`config.mk`:
```
export PLATFORM = sky130hd
export DESIGN_NAME = pwm_out
export DESIGN_NICKNAME = d
export VERILOG_FILES = /design/src/rtl/pwm_out.sv
export SDC_FILE = /design/constraint.sdc
export NUM_CORES = 1
export LEC_CHECK = 0
export CELL_PAD_IN_SITES_DETAIL_PLACEMENT = 0
export CELL_PAD_IN_SITES_GLOBAL_PLACEMENT = 1
export CORE_UTILIZATION = 36
export CTS_BUF_LIST = sky130_fd_sc_hd__clkbuf_4 sky130_fd_sc_hd__clkbuf_8
export CTS_CLUSTER_SIZE = 20
export DETAILED_ROUTE_END_ITERATION = 8
export PLACE_DENSITY_LB_ADDON = 0.1
export SLEW_MARGIN = 20
export SYNTH_ARGS = -nofsm -noshare
export SYNTH_HDL_FRONTEND = slang
export SYNTH_SLANG_ARGS = --single-unit
```
`constraint.sdc`:
```
create_clock -name clk -period 2.7 [get_ports clk]
set_input_delay 0.405 -clock clk [delete_from_list [all_inputs] [get_ports clk]]
set_output_delay 0.405 -clock clk [all_outputs]
set_load 0.005 [all_outputs]
```
`src/rtl/pwm_out.sv`:
```
// Three-channel LED PWM driver with a shared period counter.
// Duty values are double-buffered and only take effect at the period wrap.
module pwm_out #(
  parameter int unsigned PERIOD     = 100000,
  parameter bit          ACTIVE_LOW = 1'b0
) (
  input  logic               clk,
  input  logic               rst_n,
  input  logic signed [31:0] pwm_value_r,
  input  logic signed [31:0] pwm_value_g,
  input  logic signed [31:0] pwm_value_b,
  output logic               led_r,
  output logic               led_g,
  output logic               led_b,
  output logic               period_start,
  output logic        [31:0] duty_r,
  output logic        [31:0] duty_g,
  output logic        [31:0] duty_b
);

  localparam int unsigned VAL_W = 32;
  localparam int unsigned NCH   = 3;

  localparam logic        [VAL_W-1:0] CNT_LAST = VAL_W'(PERIOD - 1);
  localparam logic signed [VAL_W-1:0] PERIOD_S = VAL_W'(PERIOD);

  logic        [VAL_W-1:0]           cnt_q, cnt_d;
  logic [NCH-1:0][VAL_W-1:0]         duty_q, duty_d;
  logic [NCH-1:0]                    led_q, led_d;
  logic                              period_start_q, period_start_d;
  logic                              wrap_c;
  logic signed [VAL_W-1:0]           pwm_val_c [NCH];

  // Saturate a signed request into the legal duty range 0..PERIOD.
  function automatic logic [VAL_W-1:0] clamp(input logic signed [VAL_W-1:0] v);
    if (v < 0) begin
      return '0;
    end else if (v > PERIOD_S) begin
      return VAL_W'(PERIOD_S);
    end else begin
      return VAL_W'(v);
    end
  endfunction

  assign pwm_val_c[0] = pwm_value_r;
  assign pwm_val_c[1] = pwm_value_g;
  assign pwm_val_c[2] = pwm_value_b;

  always_comb begin
    wrap_c         = (cnt_q == CNT_LAST);
    cnt_d          = wrap_c ? '0 : cnt_q + VAL_W'(1);
    period_start_d = wrap_c;
    duty_d         = duty_q;
    led_d          = '0;
    for (int i = 0; i < int'(NCH); i++) begin
      led_d[i] = (cnt_q < duty_q[i]) ^ ACTIVE_LOW;
      if (wrap_c) begin
        duty_d[i] = clamp(pwm_val_c[i]);
      end
    end
  end

  // Reset wins over a coincident wrap; LEDs park in their off level.
  always_ff @(posedge clk) begin
    if (!rst_n) begin
      cnt_q          <= '0;
      duty_q         <= '0;
      led_q          <= {NCH{ACTIVE_LOW}};
      period_start_q <= 1'b0;
    end else begin
      cnt_q          <= cnt_d;
      duty_q         <= duty_d;
      led_q          <= led_d;
      period_start_q <= period_start_d;
    end
  end

  assign led_r        = led_q[0];
  assign led_g        = led_q[1];
  assign led_b        = led_q[2];
  assign period_start = period_start_q;
  assign duty_r       = duty_q[0];
  assign duty_g       = duty_q[1];
  assign duty_b       = duty_q[2];

endmodule

```
======== Word level (Yosys, flattened, before mapping) ========
Index checks and enable logic that the tools add are counted.
W data, S select, Z words.
storage, ports and cells
  flip-flop bits (word level) ............. 132
  bits in latches ......................... 0
  memory bits (writable) .................. 0
  bits in read-only memories .............. 0
  input port bits ......................... 98
  output and inout bits ................... 100
  word-level logic and storage cells ...... 25
  memories ................................ 0
operators by class
  $add $sub $neg .......................... 1
  multiply operators ...................... 0
  div/mod/pow operators ................... 0
  magnitude comparators ................... 9
  eq/ne operators ......................... 1
  shift-type cells ........................ 0
  multiplexer cells ....................... 6
  bitwise logic cells ..................... 1
  reductions and logical operators ........ 1
operators with widths
  kind                     number
  $mux W32                 6
  $gt A32 B18 Y1 const B   3
  $lt A32 B1 Y1 const B    3
  $lt A32 B32 Y1           3
  $add A32 B1 Y32 const B  1
  $eq A32 B17 Y1 const B   1
  $reduce_or A2 Y1         1
  $not A1 Y1               1

======== Logic depth before layout (Yosys ltp) ========
Gate-level depths: netlist of the first run.
  depth in word-level cells ............... 3
  depth in mapped cells ................... 9
  gate-level depth less buffers ........... 8

======== Worst setup path after synthesis of the first run ========
No wires, ideal clock.
  path type ............................... flip-flop to flip-flop
  from .................................... register cnt_q[14]
  to ...................................... register duty_q (netlist bit duty_b[10])
  library setup time ...................... 124 ps
  arrival time ............................ 1871 ps
  data required time ...................... 2576 ps
  path slack .............................. 705 ps
  cell stages (with the launch flop) ...... 8
  path buffers ............................ 2
  clock period less this slack ............ 1995 ps
  cell sequence ........................... dfxtp_1 -> or4_1 -> nor4_1 -> and2b_2 -> nand2b_1 -> buf_4 -> buf_2 -> o22ai_1
between the ends
  cells in the longest elaborated chain, start to end .. 1
RTL lines
  item                    line  source
  start, declared         27    logic [VAL_W-1:0] cnt_q, cnt_d;
  start signal, assigned  71    cnt_q <= cnt_d;
  $eq A32 B17 Y1          50    wrap_c = (cnt_q == CNT_LAST);
  end signal, assigned    72    duty_q <= duty_d;
  end, declared           28    logic [NCH-1:0][VAL_W-1:0] duty_q, duty_d;
No other way between the ends.
A chain may end at the register's enable or synchronous reset.

======== Worst setup path after layout of the first run ========
  from .................................... register cnt_q[14]
  to ...................................... register duty_q (netlist bit duty_r[1])
Same word-level chain as after synthesis.

==> results of run 1 <==
-- cells by family (layout without fill, tap and decap cells) --
kind of cell | after synthesis | in the layout | share of synthesized area (%)
AO/OA/AOI/OAI | 161 | 161 | 15.4
XOR/XNOR | 27 | 27 | 3.46
adder cells (fa/ha/maj) | 91 | 91 | 16.7
buffers and inverters | 120 | 368 | 7.43
flip-flops | 129 | 129 | 37.8
other | 1 | 3 | 0.0549
AND/OR/NAND/NOR | 253 | 253 | 19.3
-- per-stage QoR --
| step | setup WS (ns) | util (%) | power [mW] | instance area, µm² |
|---|---|---|---|---|
| global route | 0.264 | 52.3 | 4.27 | 9750 |
| CTS | 0.429 | 52.3 | 4.16 | 9750 |
| detailed placement | 0.258 | 49.8 | 2.26 | 9290 |
| global placement | 0.261 | 49.8 | 2.26 | 9290 |
| finish | 0.431 | 52.3 | 4.11 | 9750 |
| floorplan | 0.705 | - | 2.05 | 6840 |
-- metal layers --
layer  share of wire, %  global-route usage, %  vias to the layer above
met5                  0                      0                        -
met1                 49                   27.4                     2897
met2                 45                   34.3                      177
li1                   -                      -                     3227
met4               0.88                   6.07                        0
met3                5.4                   4.75                       15
-- tightest hold or removal path: cells and delay by family (launching register included) --
family	cells	cell delay (ns)
AND/OR/NAND/NOR	1	0.04
flip-flops	1	0.31
buffers and inverters	1	0.07
-- placed cells by master, fill, tap and decap left out, types with 13 or more instances in the layout --
| cell | n |
|---|---|
| xnor2_1 | 14 |
| clkdlybuf4s50_1 | 194 |
| dfxtp_1 | 129 |
| nand3_1 | 14 |
| o21ai_0 | 44 |
| a22o_1 | 30 |
| clkbuf_8 | 21 |
| nor2_1 | 94 |
| a21oi_1 | 34 |
| inv_1 | 101 |
| nand2_1 | 42 |
| buf_4 | 39 |
| xor2_1 | 13 |
| ha_1 | 91 |
| nor4_1 | 16 |
| a21o_1 | 16 |
| nand4_1 | 20 |
-- registers in the layout (all words and copies together), names as in the netlist --
| name | count |
|---|---|
| cnt_q | 32 |
| duty_b | 31 |
| duty_g | 31 |
| duty_r | 31 |
| led_q | 3 |
| period_start | 1 |
-- worst max path at each step --
stage	start	endpoint	slack [ns]	cells after the start
after floorplan	cnt_q[14]	duty_b[10]	0.70	7
after global placement	pwm_value_b[14]	duty_b[12]	0.26	6
after detailed placement	pwm_value_b[14]	duty_b[4]	0.26	6
after CTS	cnt_q[14]	duty_r[1]	0.43	6
after global routing	cnt_q[14]	duty_r[1]	0.26	6
final	cnt_q[14]	duty_r[1]	0.43	6
-- final cells by class --
class	count	share of cell area [%]
Timing Repair Buffer	235	23.3
Clock inverter	9	1.57
Clock buffer	23	3.12
Inverter	101	3.89
Sequential cell	129	26.5
Tap cell	234	3.00
Multi-Input combinational cell	535	38.6
-- power breakdown --
part | total (mW) | leakage [nW] | switching, mW | internal (mW)
Clock | 1.90 | 0.237 | 0.773 | 1.12
Combinational | 0.301 | 2.73 | 0.122 | 0.179
Sequential | 1.91 | 1.04 | 0.00293 | 1.91
Total | 4.11 | 4.01 | 0.898 | 3.21
==> flow_summary.json, run 1 <==
{
  "reg2reg_slack_ns": 0.43,
  "grt_overflow": 0,
  "synth.top_cells.by_count": "dfxtp_1 (129), inv_1 (101), nor2_1 (94), ha_1 (91), o21ai_0 (44)",
  "grt_max_degree": 55,
  "worst-path-max-fanout": 10,
  "drtIter0Drc": 261,
  "n_antenna_cell": 0,
  "clk_latency_ns": 0.44,
  "slowest_stage": "or4_1",
  "fmax_mhz": 441,
  "syn_avg_cell_area_um2": 8.74,
  "gp_congestion": 0.793,
  "drt_first_pass_iters": 4,
  "final_layout_size_suffix_gt1_share_pct": 7.95,
  "clock_sinks": 129,
  "critPathTopFamily": "simple AND/OR/NAND/NOR gates",
  "max_stage_delay_ns": 0.57,
  "htreeDepth": 4,
  "whs_path_depth": 2,
  "final_cell_count_no_fill": 1266,
  "clk_pin_slew_worst_paths_ns": 0.08,
  "tightest_slew_ns": 0.701,
  "clock_path_buffers": 2,
  "ys_seq_area_share_pct": 37.8,
  "r2r_cells": 6,
  "drv_cap": 0,
  "hold_slack_ns": 0.461,
  "synth_top_area_share_pct": 37.8,
  "critPathLaunchType": "register",
  "syn_inst": 782,
  "irDropWorstVdd_v": 0.000273,
  "fp.dieW_um": 140,
  "regArea_um2": 2580,
  "rows": 50,
  "slew_viol_final": 0,
  "hp-start": "duty_g[25]",
  "crit_chain": "or4_1, nor4_2, nand2_1, nor3_4, o211a_1, a22o_1",
  "num-nets-final": 1208,
  "power_density_nw_per_um2": 422,
  "dpl.hpwl_um": 15300,
  "cts_buffers": 17,
  "synth-edff-count": 0,
  "finalHoldViolCount": 0,
  "core_um2": 18600,
  "synth_flop_cell": "dfxtp_1",
  "r2r_end": "duty_r[1]",
  "grt_pass1_vias": 6182,
  "crit_arrival_ns": 2.65,
  "drc": 0,
  "portBuffers": 194,
  "root_buffer": "clkbuf_8",
  "status": "completed",
  "yosysMostFrequentCell": "dfxtp_1",
  "start_util_pct": 36.7,
  "relSlewSlack_pct": 53.2,
  "worstReg2RegStart": "cnt_q[14]",
  "skew_ns": 0.0141,
  "wl_um": 19700,
  "synth_top_cell_by_area": "dfxtp_1",
  "p_leak_nw": 4.01,
  "setup-tns-final_ns": 0,
  "rsz0062_at_grt": "false",
  "synth-seq-cells": 129,
  "crit_buf_inv": 0,
  "via_per_inst": 4.99,
  "endpoint_kind": "register",
  "grt_usage_pct": 20.9,
  "fin_crit_sh_pct": 84.0,
  "tritoncts": "built",
  "grt_first_pass_wirelength_um": 31900,
  "postCtsSetupBuffers": 0,
  "period_needed_ns": 2.27,
  "dpl.cell_count": 1234,
  "min_path_type": "reg2reg",
  "hold_buffers": 0,
  "yosys_warnings": 0,
  "ioPinCount": 198,
  "syn-cell-area_um2": 6840,
  "multi_input_area_um2": 3760,
  "fill_cells": 1802,
  "dieArea_um2": 19500,
  "via_count": 6316,
  "path_class": "reg2reg",
  "synthTopCellsByArea": "dfxtp_1 (38%), ha_1 (17%), inv_1 (5.5%)",
  "cp_data_required_time_ns": 3.08,
  "post_cts_resized": 0,
  "antenna_found_initial": 0,
  "wl_per_cell_um": 15.6,
  "ys_async_sr_fraction_pct": 0,
  "setup_viol": 0,
  "synth.distinct_cells": 53,
  "die_y_um": 140,
  "hold_end": "duty_g[25]",
  "ant_nets": 0,
  "syn_to_final_growth_pct": 42.6
}
(Power assumes the default switching activity.)
==> inputs of run 2 (changes only) <==
Clock period 2.7 ns to 2.2 ns, I/O delays scaled along.
==> run 2 against run 1 <==
- count of clock-buffer cells in the layout down 2
- die area did not move
- clock skew fell by 0.0062 ns
- combinational power grew 29%
- hold slack about the same
- worst setup slack got worse by 0.34 ns
- final cell count is 1.2% higher
- cell area grew 1.4%
- first-iteration DRC count down 17%
- flip-flop and latch count is the same
- critical endpoint is now led_q[1]
==> flow_summary.json, run 2 (same netlist as run 1, synthesis figures left out) <==
{
  "gp_congestion": 0.815,
  "num-nets-final": 1224,
  "multi_input_area_um2": 3780,
  "root_buffer": "clkbuf_8",
  "cp_data_required_time_ns": 2.54,
  "core_um2": 18600,
  "irDropWorstVdd_v": 0.000332,
  "post-route-util_pct": 53.0,
  "rows": 50,
  "fin_crit_sh_pct": 95.6,
  "grt_overflow": 0,
  "crit_chain": "inv_1, ha_1, a21o_1, nand3_1, a21oi_1, a2111oi_1, o22ai_1, o21ai_0",
  "final_layout_size_suffix_gt1_share_pct": 9.84,
  "path_class": "reg2reg",
  "fill_cells": 1823,
  "finalHoldViolCount": 0,
  "dpl.cell_count": 1250,
  "clock_sinks": 129,
  "dpl.hpwl_um": 15400,
  "layout_common_cells": "clkdlybuf4s50_1 (194), dfxtp_1 (128), inv_1 (100), nor2_1 (94), ha_1 (91)",
  "via_count": 6312,
  "ioPinCount": 198,
  "power_density_nw_per_um2": 493,
  "worst_slack_ns": 0.0965,
  "max_stage_delay_ns": 0.42,
  "grt_pass1_vias": 6248,
  "postCtsSetupBuffers": 0,
  "portBuffers": 194,
  "wl_per_cell_um": 15.0,
  "hold_buffers": 0,
  "die_y_um": 140,
  "clk_latency_ns": 0.44,
  "drtIter0Drc": 217,
  "drv_cap": 0,
  "htreeDepth": 4,
  "period_needed_ns": 2.10,
  "min_path_type": "reg2reg",
  "antenna_found_initial": 0,
  "slowest_stage": "a2111oi_1",
  "place_ws_ns": -0.211,
  "regArea_um2": 2580,
  "grt_first_pass_wirelength_um": 31700,
  "crit_arrival_ns": 2.45,
  "via_per_inst": 4.93,
  "setup_viol": 0,
  "drt_first_pass_iters": 4,
  "fp.dieW_um": 140,
  "final_cell_count_no_fill": 1281,
  "start_util_pct": 36.7,
  "p_leak_nw": 4.08,
  "dieArea_um2": 19500,
  "largest_register_ffs": 32,
  "grt_max_degree": 35,
  "grt_usage_pct": 20.6,
  "ant_nets": 0,
  "final_common_cell": "clkdlybuf4s50_1",
  "fmax_mhz": 475,
  "status": "completed",
  "critPathLaunchType": "register",
  "skew_ns": 0.00790,
  "n_antenna_cell": 0,
  "clk_pin_slew_worst_paths_ns": 0.07,
  "tritoncts": "built",
  "slew_viol_final": 0,
  "drc": 0,
  "rsz0062_at_grt": "true",
  "wl_um": 19300,
  "endpoint_kind": "register",
  "regMostFlops": "cnt_q",
  "worst-path-max-fanout": 2,
  "clock_path_buffers": 2,
  "syn_to_final_growth_pct": 44.6,
  "cts_buffers": 17
}
## run 2: changes by cell type in the layout (fill, tap and decap cells not counted), sizes merged
cell	change
buf	+16
bufinv	-1
clkbuf	-2
clkinvlp	+2
## run 2: worst max-delay path, delay by kind of cell, from the launching register on
family,cells,cell delay [ns]
AOI/OAI and AO/OA,5,1.18
DFF,1,0.36
adders and majority gates,1,0.31
buffers and inverters,1,0.08
and+or+nand+nor,1,0.07
## run 2: metal layers
| metal | vias to the layer above | routed length, µm | global-route usage [%] |
|---|---|---|---|
| met1 | 2856 | 9260 | 27.2 |
| met3 | 11 | 1120 | 4.85 |
| met4 | 0 | 146 | 5.15 |
| li1 | 3260 | - | - |
| met5 | - | 0 | 0 |
| met2 | 185 | 8730 | 33.6 |
## run 2: layout make-up
cell class                      instances  share of cell area, %
Multi-Input combinational cell        535                   38.3
Clock inverter                         10                   1.35
Tap cell                              234                   2.96
Timing Repair Buffer                  251                   24.6
Clock buffer                           21                   2.86
Inverter                              101                   3.83
Sequential cell                       129                   26.1
## run 2: timing repair
| item | 4_1_cts | 5_1_grt |
|---|---|---|
| setup endpoints to repair | 6 | 95 |
| gates resized for setup | 2 | 6 |
| hold endpoints to repair | 0 | 0 |
| pin swaps | 0 | 3 |
## run 2: per-stage QoR
stage	power [mW]	area, µm²	hold slack [ns]	setup TNS, ns
6_report	4.87	9890	0.461	0
5_1_grt	5.06	9890	0.476	-0.0203
4_1_cts	4.93	9870	0.460	0
3_5_place_dp	2.79	9440	0.458	-2.99
3_3_place_gp	2.79	9440	0.452	-2.51
2_1_floorplan	2.52	6840	0.435	0
## run 2: where the power goes
part	total [mW]	switching [mW]	internal, mW
logic	0.387	0.149	0.238
registers	2.35	0.00625	2.34
clock network	2.14	0.926	1.21
## run 2: final timing paths
kind | from | endpoint | slack, ns | cells past startpoint
worst max-delay path | duty_g[9] | led_q[1] | 0.1 | 8
worst min-delay path | duty_g[26] | duty_g[26] | 0.46 | 2
worst max register to register | duty_g[9] | led_q[1] | 0.1 | 8
worst min register to register | duty_g[26] | duty_g[26] | 0.46 | 2
==> inputs of run 3 (changes only) <==
Settings changed: CORE_UTILIZATION 36 to 33.
Clock period 2.2 ns to 1.89 ns, I/O delays scaled along.
==> run 3 against run 2 <==
- the run now ends with negative setup slack left
- cell area grew 11%
- utilization up 0.84 points
- combinational power up 36%
- critical endpoint is now cnt_q[29]
- first-iteration DRC count increased by 6.0%
- largest cell class unchanged
- final cell count up 9.8%
==> flow_summary.json, run 3 (same netlist as run 1, synthesis figures left out) <==
{
  "drv_cap": 0,
  "clk_latency_ns": 0.45,
  "syn_to_final_growth_pct": 60.0,
  "portBuffers": 194,
  "critPathLaunchType": "register",
  "post-route-util_pct": 53.9,
  "die_y_um": 146,
  "p_leak_nw": 4.58,
  "ioPinCount": 198,
  "hold_end": "duty_r[11]",
  "layout_common_cells": "clkdlybuf4s50_1 (194), buf_4 (123), dfxtp_1 (110), inv_1 (100), nor2_1 (89)",
  "drc": 0,
  "violations": "negative setup slack",
  "setup_viol": 122,
  "r2r_end": "cnt_q[29]",
  "path_class": "reg2reg",
  "slew_viol_final": 0,
  "root_buffer": "clkbuf_8",
  "crit_buf_inv": 1,
  "slowest_stage": "or4_4",
  "cts_buffers": 17,
  "worstReg2RegStart": "cnt_q[22]",
  "clk_pin_slew_worst_paths_ns": 0.07,
  "fin_crit_sh_pct": 108,
  "n_antenna_cell": 0,
  "drt_first_pass_iters": 4,
  "via_count": 6688,
  "grt_overflow": 0,
  "skew_ns": 0.0117,
  "critPathTopFamily": "simple AND/OR/NAND/NOR gates",
  "largest_register_ffs": 32,
  "wl_um": 21100,
  "final_common_cell": "clkdlybuf4s50_1",
  "worst_slack_ns": -0.148,
  "fmax_mhz": 491,
  "num-nets-final": 1313,
  "grt_first_pass_wirelength_um": 33400,
  "ant_nets": 0,
  "crit_chain": "or4_4, nor4_4, and2b_2, nand2b_4, buf_12, nor2_1",
  "endpoint_kind": "register",
  "wl_per_cell_um": 15.0,
  "grt_pass1_vias": 6559,
  "period_needed_ns": 2.04,
  "htreeDepth": 4,
  "dpl.hpwl_um": 16400,
  "whs_path_depth": 2,
  "worst-path-max-fanout": 27,
  "rsz0062_at_grt": "true",
  "finalHoldViolCount": 0,
  "core_um2": 20300,
  "irDropWorstVdd_v": 0.000367,
  "fp.dieW_um": 146,
  "r2r_cells": 6,
  "dpl.cell_count": 1363,
  "final_layout_size_suffix_gt1_share_pct": 21.5,
  "reg2reg_slack_ns": -0.15,
  "min_path_type": "in2reg",
  "dieArea_um2": 21300,
  "regMostFlops": "cnt_q",
  "gp_congestion": 0.783,
  "clock_path_buffers": 2,
  "via_per_inst": 4.76,
  "tritoncts": "built",
  "start_util_pct": 33.7,
  "hp-start": "pwm_value_r[11]",
  "grt_max_degree": 32,
  "final_cell_count_no_fill": 1406,
  "cp_data_required_time_ns": 2.22,
  "crit_arrival_ns": 2.37,
  "clock_sinks": 129,
  "grt_usage_pct": 20.0,
  "max_stage_delay_ns": 0.58,
  "status": "finished, violations left",
  "power_density_nw_per_um2": 512,
  "rows": 52,
  "drtIter0Drc": 230,
  "hold_buffers": 0,
  "antenna_found_initial": 0
}
==> run 3: timing repair <==
item	CTS	global route
pin swaps	8	24
setup endpoints to repair	128	127
buffers inserted	0	6
hold endpoints to repair	0	0
gates resized for setup	34	57
gates cloned	2	4
==> run 3: worst max-delay path by stage <==
stage,start,endpoint,cells after the start
2_1_floorplan,cnt_q[13],duty_g[20],8
3_3_place_gp,pwm_value_b[14],duty_b[14],6
3_5_place_dp,pwm_value_b[14],duty_b[4],6
4_1_cts,cnt_q[18],duty_g[3],7
5_1_grt,cnt_q[22],cnt_q[19],6
6_report,cnt_q[22],cnt_q[29],6
==> run 3: cell type report <==
cell class / instances / area (µm²)
multi-input combinational: 537 / 4030
inverter: 101 / 382
clock buffer: 21 / 270
tap: 270 / 338
sequential: 129 / 2620
clock inverter: 10 / 113
timing repair buffer: 338 / 3190
fill: 1952 / 9360
==> run 3: through the flow <==
step	total power, mW	cell area [µm²]	hold slack [ns]	setup TNS [ns]	setup WS [ns]
finish	5.60	10900	0.452	-12.44	-0.148
CTS	5.64	10600	0.429	-9.07	-0.135
floorplan	2.93	6890	0.409	-2.35	-0.0579
global placement	3.29	10100	0.454	-29.72	-0.454
detailed placement	3.29	10100	0.452	-26.93	-0.480
global route	5.85	10900	0.435	-22.33	-0.220
==> run 3: layer usage <==
metal	wire length (µm)	GRT usage, %
met1	9810	26.6
met2	9810	32.5
met3	1270	4.70
met4	186	5.37
met5	0	0
==> run 3: where the power goes <==
group / switching [mW] / internal [mW]
registers: 0.00876 / 2.72
clock network: 1.11 / 1.24
logic: 0.197 / 0.329
total: 1.31 / 4.29
==> edit: new RTL, config.mk and constraints of run 1 <==
Remove the register `period_start_q`: a continuous assignment takes its place, so the output `period_start` follows one clock earlier.
--- a/src/rtl/pwm_out.sv
+++ b/src/rtl/pwm_out.sv
@@ -66,14 +66,14 @@
       cnt_q          <= '0;
       duty_q         <= '0;
       led_q          <= {NCH{ACTIVE_LOW}};
-      period_start_q <= 1'b0;
     end else begin
       cnt_q          <= cnt_d;
       duty_q         <= duty_d;
       led_q          <= led_d;
-      period_start_q <= period_start_d;
     end
   end
+
+  assign period_start_q = period_start_d;
 
   assign led_r        = led_q[0];
   assign led_g        = led_q[1];
Function: same outputs for any inputs over 10 cycles, from zero or initial values and one cycle with rst_n low; that may be too few to reach the edited logic, so the function may still have changed.
==> edit against run 1 <==
  * The run now ends with design-rule violations left
  * Synthesized area is 1.6% lower
  * Setup slack worse by 0.31 ns
  * Sequential cell count down 1
  * Cell area grew 0.47%
  * Wire length grew 2.0%
  * Critical path depth shrank 1
  * First-iteration DRC count up 6.5%
  * Power grew 3.7%
==> edit: results (changes against run 1) <==
- Wirelength per Cell: 15.9 µm (was 15.6 µm)
- Critical path fanouts, max: 6 (was 10)
- Net Switching: 946 µW (was 898 µW)
- Max VDD drop: 0.322 mV (was 0.273 mV)
- Largest net degree at the start of global routing: 63 (was 55)
- Met3 WL: 779 µm (was 1070 µm)
- Worst Tran Pin Value: 0.575 ns (was 0.701 ns)
- Register area: 2570 µm² (was 2580 µm²)
- First-pass DRT Iterations: 6 (was 4)
- Power Clock: 2050 µW (was 1900 µW)
- Cell variety after synth: 49 (was 53)
- Met3 usage: 3.52% (was 4.75%)
- Clock buffers: 19 (was 23)
- Violated checks: design-rule violations
- Non-Filler Instances: 1,265 (was 1,266)
- Flop2flop setup slack: 0.41 ns (was 0.43 ns)
- Comb_multi_in: 536 (was 535)
- GRT Total Usage: 21.7% (was 20.9%)
- M1 wire length: 9360 µm (was 9620 µm)
- Buffers on Ports: 194 (unchanged)
- Worst hold path class: flop to flop (unchanged)
- Post-Syn Instances: 778 (was 782)
- Global-route track usage on met2: 38.0% (was 34.3%)
- Worst hold slack: 0.461 ns (about the same)
- HPWL after DPL: 15,800 µm (was 15,300 µm)
- First-pass GRT wire length: 32,700 µm (was 31,900 µm)
- Sequential share of the synthesized area: 38.1% (was 37.8%)
- WL met2: 9680 µm (was 8830 µm)
- Seq_cells: 128 (was 129)
- Final core utilization: 54.0% (was 52.3%)
- Run status: complete, but fails checks (was finished clean)
- Cell Rows: 49 (was 50)
- Vias/cell: 5.01 (was 4.99)
- Global routing usage on met1: 27.5% (was 27.4%)
- Synth Area in XOR/XNOR: 3.51% (was 3.46%)
- Multiplexer share of the synthesized area: 0.298% (was 0%)
- Clk network pwr share: 48.0% (was 46.2%)
- Layout Nets: 1,212 (was 1,208)
- Buffers excl. clock: 241 (was 235)
- Place WS: -0.153 ns (was 0.258 ns)
- Invs w/o clock: 99 (was 101)
- # DRC: 7 (was 0)
- GPL Wtd Cong: 0.816 (was 0.793)
- Area contributors post-synth: dfxtp_1 38%, ha_1 17%, nor2_1 5.6%, inv_1 5.5%, a22o_1 3.9% (was dfxtp_1 38%, ha_1 17%, inv_1 5.5%, nor2_1 5.2%, a22o_1 3.8%)
- Buffering overhead: 23.7% (was 23.3%)
==> edit: cell types whose count changed after synthesis, moves of 5 or more <==
cell	delta
a21o_1	-5
nor2_1	+6
nand3_1	+5
o21ai_1	+6
clkbuf_1	+9
a21oi_1	+5
o21ai_0	-31
nor3_1	+8
buf_2	-9
==> edit: critical path: stages, from the launching register on <==
cell	delay, ns
dfxtp_1	0.41
nor4b_1	0.34
nand4_1	0.15
nor2_1	0.16
buf_4	0.16
clkdlybuf4s50_1	0.50
==> edit: worst paths after layout <==
path / from / endpoint / depth (start not counted)
min: duty_b[21] / duty_b[21] / 2
max reg2reg: cnt_q[12] / duty_b[8] / 7
min reg2reg: duty_b[21] / duty_b[21] / 2
max: cnt_q[12] / period_start / 5
==> edit: timing repair <==
item | 4_1_cts | 5_1_grt
setup buffers | 1 | 2
resized for setup | 3 | 6
pin swaps | 1 | 1
hold endpoints to repair | 0 | 0
hold buffers | 0 | 0
setup endpoints to repair | 1 | 1
